--- config.mk ---
export PLATFORM = sky130hd
export DESIGN_NAME = axi_burst_reader
export DESIGN_NICKNAME = d
export VERILOG_FILES = /design/src/rtl/burst_pkg.sv /design/src/rtl/sync_fifo.sv /design/src/rtl/axi_burst_reader.sv
export SDC_FILE = /design/constraint.sdc
export NUM_CORES = 2
export LEC_CHECK = 0
export ABC_AREA = 1
export BUFFER_PORTS_ARGS = -buffer_cell sky130_fd_sc_hd__clkbuf_2
export CAP_MARGIN = 20
export CELL_PAD_IN_SITES_DETAIL_PLACEMENT = 1
export CELL_PAD_IN_SITES_GLOBAL_PLACEMENT = 1
export CORE_ASPECT_RATIO = 0.6
export CORE_MARGIN = 2
export CORE_UTILIZATION = 41
export CTS_CLUSTER_DIAMETER = 60
export DETAILED_ROUTE_END_ITERATION = 10
export PLACE_DENSITY_LB_ADDON = 0.1
export SKIP_CTS_REPAIR_TIMING = 1
export SLEW_MARGIN = 20
export SYNTH_ARGS = -nofsm -noshare
export SYNTH_HDL_FRONTEND = slang
export SYNTH_HIERARCHICAL = 1
export SYNTH_SLANG_ARGS = --single-unit
export TNS_END_PERCENT = 1
--- constraint.sdc ---
create_clock -name ACLK -period 9.73 [get_ports ACLK]
set_input_delay 1.4595 -clock ACLK [delete_from_list [all_inputs] [get_ports ACLK]]
set_output_delay 1.4595 -clock ACLK [all_outputs]
set_load 0.02 [all_outputs]
--- src/rtl/burst_pkg.sv ---
// Shared constants and state type for the AXI burst read/write engines.
package burst_pkg;
   localparam int          BURST_BYTES  = 128;
   localparam int          BEAT_BYTES   = 8;
   localparam int          BURST_SH     = $clog2(BURST_BYTES);
   localparam logic [1:0]  ARSIZE_8B    = 2'b11;
   localparam logic [1:0]  ARBURST_INCR = 2'b01;

   typedef enum logic [1:0] {IDLE, REQ, DRAIN} rd_state_t;
endpackage

--- src/rtl/sync_fifo.sv ---
// Generic synchronous FIFO; head word visible on pop_dat one cycle after its push.
// Push while full and pop while empty are ignored; producer/consumer gate on full/empty.
module sync_fifo #(
   parameter int WIDTH = 64,
   parameter int DEPTH = 32
) (
   input  logic                       clk,
   input  logic                       rst_n,
   input  logic                       push,
   input  logic [WIDTH-1:0]           push_dat,
   input  logic                       pop,
   output logic [WIDTH-1:0]           pop_dat,
   output logic                       full,
   output logic                       empty,
   output logic [$clog2(DEPTH+1)-1:0] count
);
   localparam int PTR_W = (DEPTH > 1) ? $clog2(DEPTH) : 1;
   localparam int CNT_W = $clog2(DEPTH + 1);

   logic [WIDTH-1:0] mem [DEPTH];
   logic [PTR_W-1:0] wr_ptr;
   logic [PTR_W-1:0] rd_ptr;
   logic             do_push;
   logic             do_pop;

   assign full    = (count == CNT_W'(DEPTH));
   assign empty   = (count == '0);
   assign do_push = push && !full;
   assign do_pop  = pop && !empty;
   assign pop_dat = mem[rd_ptr];

   // Pointers wrap explicitly so DEPTH need not be a power of two.
   function automatic logic [PTR_W-1:0] ptr_next(input logic [PTR_W-1:0] p);
      return (p == PTR_W'(DEPTH - 1)) ? '0 : p + PTR_W'(1);
   endfunction

   always_ff @(posedge clk) begin
      if (do_push) mem[wr_ptr] <= push_dat;
   end

   always_ff @(posedge clk) begin
      if (!rst_n) begin
         wr_ptr <= '0;
         rd_ptr <= '0;
         count  <= '0;
      end else begin
         if (do_push) wr_ptr <= ptr_next(wr_ptr);
         if (do_pop)  rd_ptr <= ptr_next(rd_ptr);
         case ({do_push, do_pop})
            2'b10:   count <= count + CNT_W'(1);
            2'b01:   count <= count - CNT_W'(1);
            default: count <= count;
         endcase
      end
   end
endmodule

--- src/rtl/axi_burst_reader.sv ---
// DMA read front-end: credit-gated INCR bursts into a FIFO, streamed out as 64-bit words.
// AR one cycle after start, word one cycle after its beat; out_ready stalls withhold AR credit.
module axi_burst_reader
   import burst_pkg::*;
#(
   parameter int BURST_BEATS = 16,
   parameter int FIFO_BURSTS = 2,
   parameter int ADDR_W      = 32
) (
   input  logic              ACLK,
   input  logic              ARESETN,
   input  logic              start,
   input  logic [ADDR_W-1:0] src_addr,
   input  logic [31:0]       len_bytes,
   output logic              busy,
   output logic              done,
   output logic              err,
   output logic [ADDR_W:0]   MAXI0_ARADDR,
   input  logic              MAXI0_ARADDR_ready,
   output logic [3:0]        MAXI0_ARLEN,
   output logic [1:0]        MAXI0_ARSIZE,
   output logic [1:0]        MAXI0_ARBURST,
   input  logic [64:0]       MAXI0_RDATA,
   input  logic [1:0]        MAXI0_RRESP,
   input  logic              MAXI0_RLAST,
   output logic              MAXI0_RDATA_ready,
   output logic [63:0]       out_data,
   output logic              out_valid,
   input  logic              out_ready
);
   localparam int DEPTH  = FIFO_BURSTS * BURST_BEATS;
   localparam int CNT_W  = $clog2(DEPTH + 1);
   localparam int BEAT_W = (BURST_BEATS > 1) ? $clog2(BURST_BEATS) : 1;
   localparam int AHI_W  = ADDR_W - BURST_SH;
   localparam int NBUR_W = 32 - BURST_SH;
   localparam int WORD_W = NBUR_W + $clog2(BURST_BEATS);

   rd_state_t         state;
   logic [AHI_W-1:0]  addr_hi;
   logic [NBUR_W-1:0] bursts_left;
   logic [WORD_W-1:0] words_left;
   logic [CNT_W-1:0]  outstanding;
   logic [BEAT_W-1:0] beat_cnt;
   logic              ar_vld;
   logic [CNT_W-1:0]  fifo_cnt;
   logic              fifo_full;
   logic              fifo_empty;
   logic              push_vld;
   logic              pop_vld;
   logic              ar_acc;
   logic              last_beat;
   logic              credit_ok;
   logic [CNT_W:0]    committed;
   logic              unused_bits;

   // Beats arriving with nothing outstanding are leftovers of an aborted transfer.
   assign push_vld  = MAXI0_RDATA[64] && (outstanding != '0) && !fifo_full;
   assign pop_vld   = out_valid && out_ready;
   assign ar_acc    = ar_vld && MAXI0_ARADDR_ready;
   assign last_beat = (beat_cnt == BEAT_W'(BURST_BEATS - 1));
   assign committed = {1'b0, fifo_cnt} + {1'b0, outstanding} + (CNT_W+1)'(BURST_BEATS);
   assign credit_ok = (committed <= (CNT_W+1)'(DEPTH));

   assign MAXI0_ARADDR      = {ar_vld, addr_hi, {BURST_SH{1'b0}}};
   assign MAXI0_ARLEN       = 4'(BURST_BEATS - 1);
   assign MAXI0_ARSIZE      = ARSIZE_8B;
   assign MAXI0_ARBURST     = ARBURST_INCR;
   assign MAXI0_RDATA_ready = 1'b1;
   assign out_valid         = !fifo_empty;
   assign unused_bits       = ^{src_addr[BURST_SH-1:0], len_bytes[BURST_SH-1:0]};

   sync_fifo #(.WIDTH(64), .DEPTH(DEPTH)) u_fifo (
      .clk      (ACLK),
      .rst_n    (ARESETN),
      .push     (push_vld),
      .push_dat (MAXI0_RDATA[63:0]),
      .pop      (pop_vld),
      .pop_dat  (out_data),
      .full     (fifo_full),
      .empty    (fifo_empty),
      .count    (fifo_cnt)
   );

   always_ff @(posedge ACLK) begin
      if (!ARESETN) begin
         state       <= IDLE;
         addr_hi     <= '0;
         bursts_left <= '0;
         words_left  <= '0;
         outstanding <= '0;
         beat_cnt    <= '0;
         ar_vld      <= 1'b0;
         busy        <= 1'b0;
         done        <= 1'b0;
         err         <= 1'b0;
      end else begin
         done        <= 1'b0;
         outstanding <= outstanding + (ar_acc ? CNT_W'(BURST_BEATS) : CNT_W'(0))
                                    - (push_vld ? CNT_W'(1) : CNT_W'(0));
         if (push_vld) begin
            beat_cnt <= last_beat ? '0 : beat_cnt + BEAT_W'(1);
            if ((MAXI0_RLAST != last_beat) || (MAXI0_RRESP != 2'b00)) err <= 1'b1;
         end
         if (pop_vld && (words_left != '0)) words_left <= words_left - WORD_W'(1);

         case (state)
            IDLE: begin
               if (start) begin
                  addr_hi     <= src_addr[ADDR_W-1:BURST_SH];
                  bursts_left <= len_bytes[31:BURST_SH];
                  words_left  <= WORD_W'(len_bytes[31:BURST_SH]) << $clog2(BURST_BEATS);
                  beat_cnt    <= '0;
                  err         <= 1'b0;
                  busy        <= 1'b1;
                  ar_vld      <= (len_bytes[31:BURST_SH] != '0) && credit_ok;
                  state       <= (len_bytes[31:BURST_SH] != '0) ? REQ : DRAIN;
               end
            end
            REQ: begin
               // One idle cycle after each accept lets credit see the new outstanding count.
               if (ar_acc) begin
                  ar_vld      <= 1'b0;
                  addr_hi     <= addr_hi + AHI_W'(1);
                  bursts_left <= bursts_left - NBUR_W'(1);
                  if (bursts_left == NBUR_W'(1)) state <= DRAIN;
               end else if (!ar_vld && credit_ok) begin
                  ar_vld <= 1'b1;
               end
            end
            DRAIN: begin
               if ((words_left == '0) || ((words_left == WORD_W'(1)) && pop_vld)) begin
                  done  <= 1'b1;
                  busy  <= 1'b0;
                  state <= IDLE;
               end
            end
            default: state <= IDLE;
         endcase
      end
   end
endmodule
==> impl_metrics.ini <==
[outcome]
status = complete, no violations

[power_and_ir_drop]
power.total_mw = 27.1
power.density_mw_per_mm2 = 271
vdd_drop_max_v = 0.000273
power.leakage_nw = 35.3

[synthesis]
syn-instance-count = 7877
yosysWarningCount = 6
yosysSeqAreaShare = 0.712
ys_ff_latch = 2164
synth_edf_count = 2048
async_flop_share = 0
synth_cell_types = 49
syn_area_mm2 = 0.0896
syn_area_per_cell_um2 = 11.4
synth_ff_type = edfxtp_1

[clock_network]
cts_tree = done
clkLatencyLatePin_ps = 880
cts-root-buf = clkbuf_16
cts_max_path_buffers = 4
cts_sinks = 2164
cts_made_buffers = 214
cts-htree-levels = 4
clkTransAtPathRegs_ps = 60

[grt]
antenna_found_initial = 14
grt_pass1_vias = 60800
grt_max_degree = 211
grt-ovfl-total = 0
grt_util_all_layers = 0.254
grt_pass1_wl_um = 422000

[final_layout]
final_cell_mix = nand2_1 (2,092), edfxtp_1 (2,048), nand3_1 (1,602)
multi_input_area_mm2 = 0.0226
layout.cells.most_common = nand2_1
drive_gt1_frac = 0.0847
layout.nets = 8110
syn2layout_area_growth_pct = 11.4
regArea_mm2 = 0.0638
fillers = 22800
final_util = 0.461
stdcell_count = 11000

[sta]
fin_crit_sh = 0.660
max_slew.worst_pin.slew_ps = 1230
setup_viol = 0
setup-tns-final_ps = 0
hold_violations = 0
drv_slew = 0
max_freq_mhz = 156
slew_headroom = 0.179
skew_ps = 42.3
rsz0062_at_grt = false
period_needed_ps = 6430
setup_slack_ps = 3300

[hold_path]
hold_class = flip-flop to flip-flop
hold_depth = 2

[die]
die_x_um = 607
dieArea_mm2 = 0.222
pin_count = 247
initial_core_util = 0.414
rows = 132
die_h_um = 366
core_region_area_mm2 = 0.217

[routing]
vias = 61800
avgRoutedWirePerCell_um = 26.2
wl_met3_um = 15600
viasPerCell = 5.63
drtPass1Iterations = 6
drt-total-wl_um = 288000
met1_length_um = 142000
ant_nets = 0
drc = 0
met2_length_um = 126000
dr.max_layer_used = met5
drtIter0Drc = 5831

[critical_path]
cp_max_fo = 190
required_ps = 8270
worstPathArrival_ps = 4970
cp-end-kind = primary output
worst-setup-path-type = flip-flop to primary output
ff2ff_path_depth = 14
cp-start-kind = flip-flop

[flow_run]
cap_violations = 0

[place]
dp_cells = 10600
gpl.final_weighted_congestion = 0.838
post-dp-hpwl_um = 147000
numPortBuffers = 216
post-place-ws_ps = 3960
[cells in the mapped netlist, drive strengths merged (3+ instances only)]
| cell type | instances | area (um2) |
|---|---|---|
| a211oi | 3 | 22.5 |
| a21oi | 243 | 1220 |
| a31oi | 5 | 31.3 |
| buf | 335 | 1840 |
| clkbuf | 162 | 608 |
| dfxtp | 116 | 2320 |
| edfxtp | 2048 | 61500 |
| ha | 35 | 438 |
| inv | 268 | 1010 |
| nand2 | 2098 | 7900 |
| nand3 | 1602 | 8020 |
| nand3b | 6 | 45.0 |
| nand4 | 15 | 93.8 |
| nor2 | 422 | 1620 |
| nor3 | 22 | 126 |
| o211ai | 4 | 30.0 |
| o21ai | 345 | 1730 |
| o22ai | 90 | 563 |
| o31ai | 3 | 22.5 |
| or2 | 7 | 43.8 |
| xnor2 | 21 | 184 |
| xor2 | 10 | 87.6 |
[logic make-up (layout without fill, tap and decap cells)]
group / count (synthesis) / count (layout) / synth area share
XOR/XNOR: 31 / 31 / 0.00303
AND/OR/NAND/NOR: 4176 / 4176 / 0.199
buffers and inverters: 767 / 971 / 0.0387
flip-flops: 2164 / 2164 / 0.712
other: 2 / 19 / 0.0000838
AO/OA/AOI/OAI: 700 / 700 / 0.0410
adder cells (fa/ha/maj): 37 / 37 / 0.00534
[metrics by stage]
| step | hold WS (ps) | area [um2] |
|---|---|---|
| floorplan | 443 | 89600 |
| detailed placement | 466 | 93200 |
| global placement | 465 | 93200 |
| global route | 528 | 99800 |
| finish | 493 | 99800 |
| CTS | 495 | 99800 |
[path summary, 6_finish.rpt]
path	slack, ps	startpoint	endpoint
worst min register to register	490	bursts_left[24]	bursts_left[24]
worst max-delay path	3300	flip-flop	out_data[40]
worst min-delay path	490	bursts_left[24]	bursts_left[24]
worst max register to register	4710	u_fifo/count[0]	u_fifo/mem[21][3]
[flip-flops by register name, indices dropped and copies added, names as in the netlist, 2 cells and up, named ones only]
name,count
addr_hi,25
beat_cnt,4
u_fifo/rd_ptr,5
state,2
u_fifo/wr_ptr,5
u_fifo/count,6
words_left,29
outstanding,6
u_fifo/mem,2048
bursts_left,25
[routing by layer]
metal  track usage  up-vias
met3        0.0314      358
met2         0.380     1648
met4        0.0499       10
met1         0.397    32000
met5             0        -
li1              -    27800
[power by group]
part,internal [mW],total [mW],switching [mW]
Clock,4.49,8.10,3.61
Sequential,10.6,11.0,0.354
Combinational,2.18,8.01,5.83
Total,17.3,27.1,9.79
[area by class of cell]
cell class	instances	share of cell area
antenna	3	0.0000752
clock buffer	267	0.0570
clock inverter	108	0.00878
inverter	270	0.0106
multi-input combinational	4960	0.226
sequential	2164	0.640
tap	2881	0.0361
timing repair buffer	326	0.0214
[worst max-delay path, cell delays in order, from the launching register on]
cell and delay [ps]:
dfxtp_4 860, buf_12 640, buf_4 990, o21ai_0 260, o22ai_1 210, nand2_1 80
nand3_1 140, nand3_1 230, nand2_1 200, clkbuf_2 190
(Power assumes the default switching activity.)
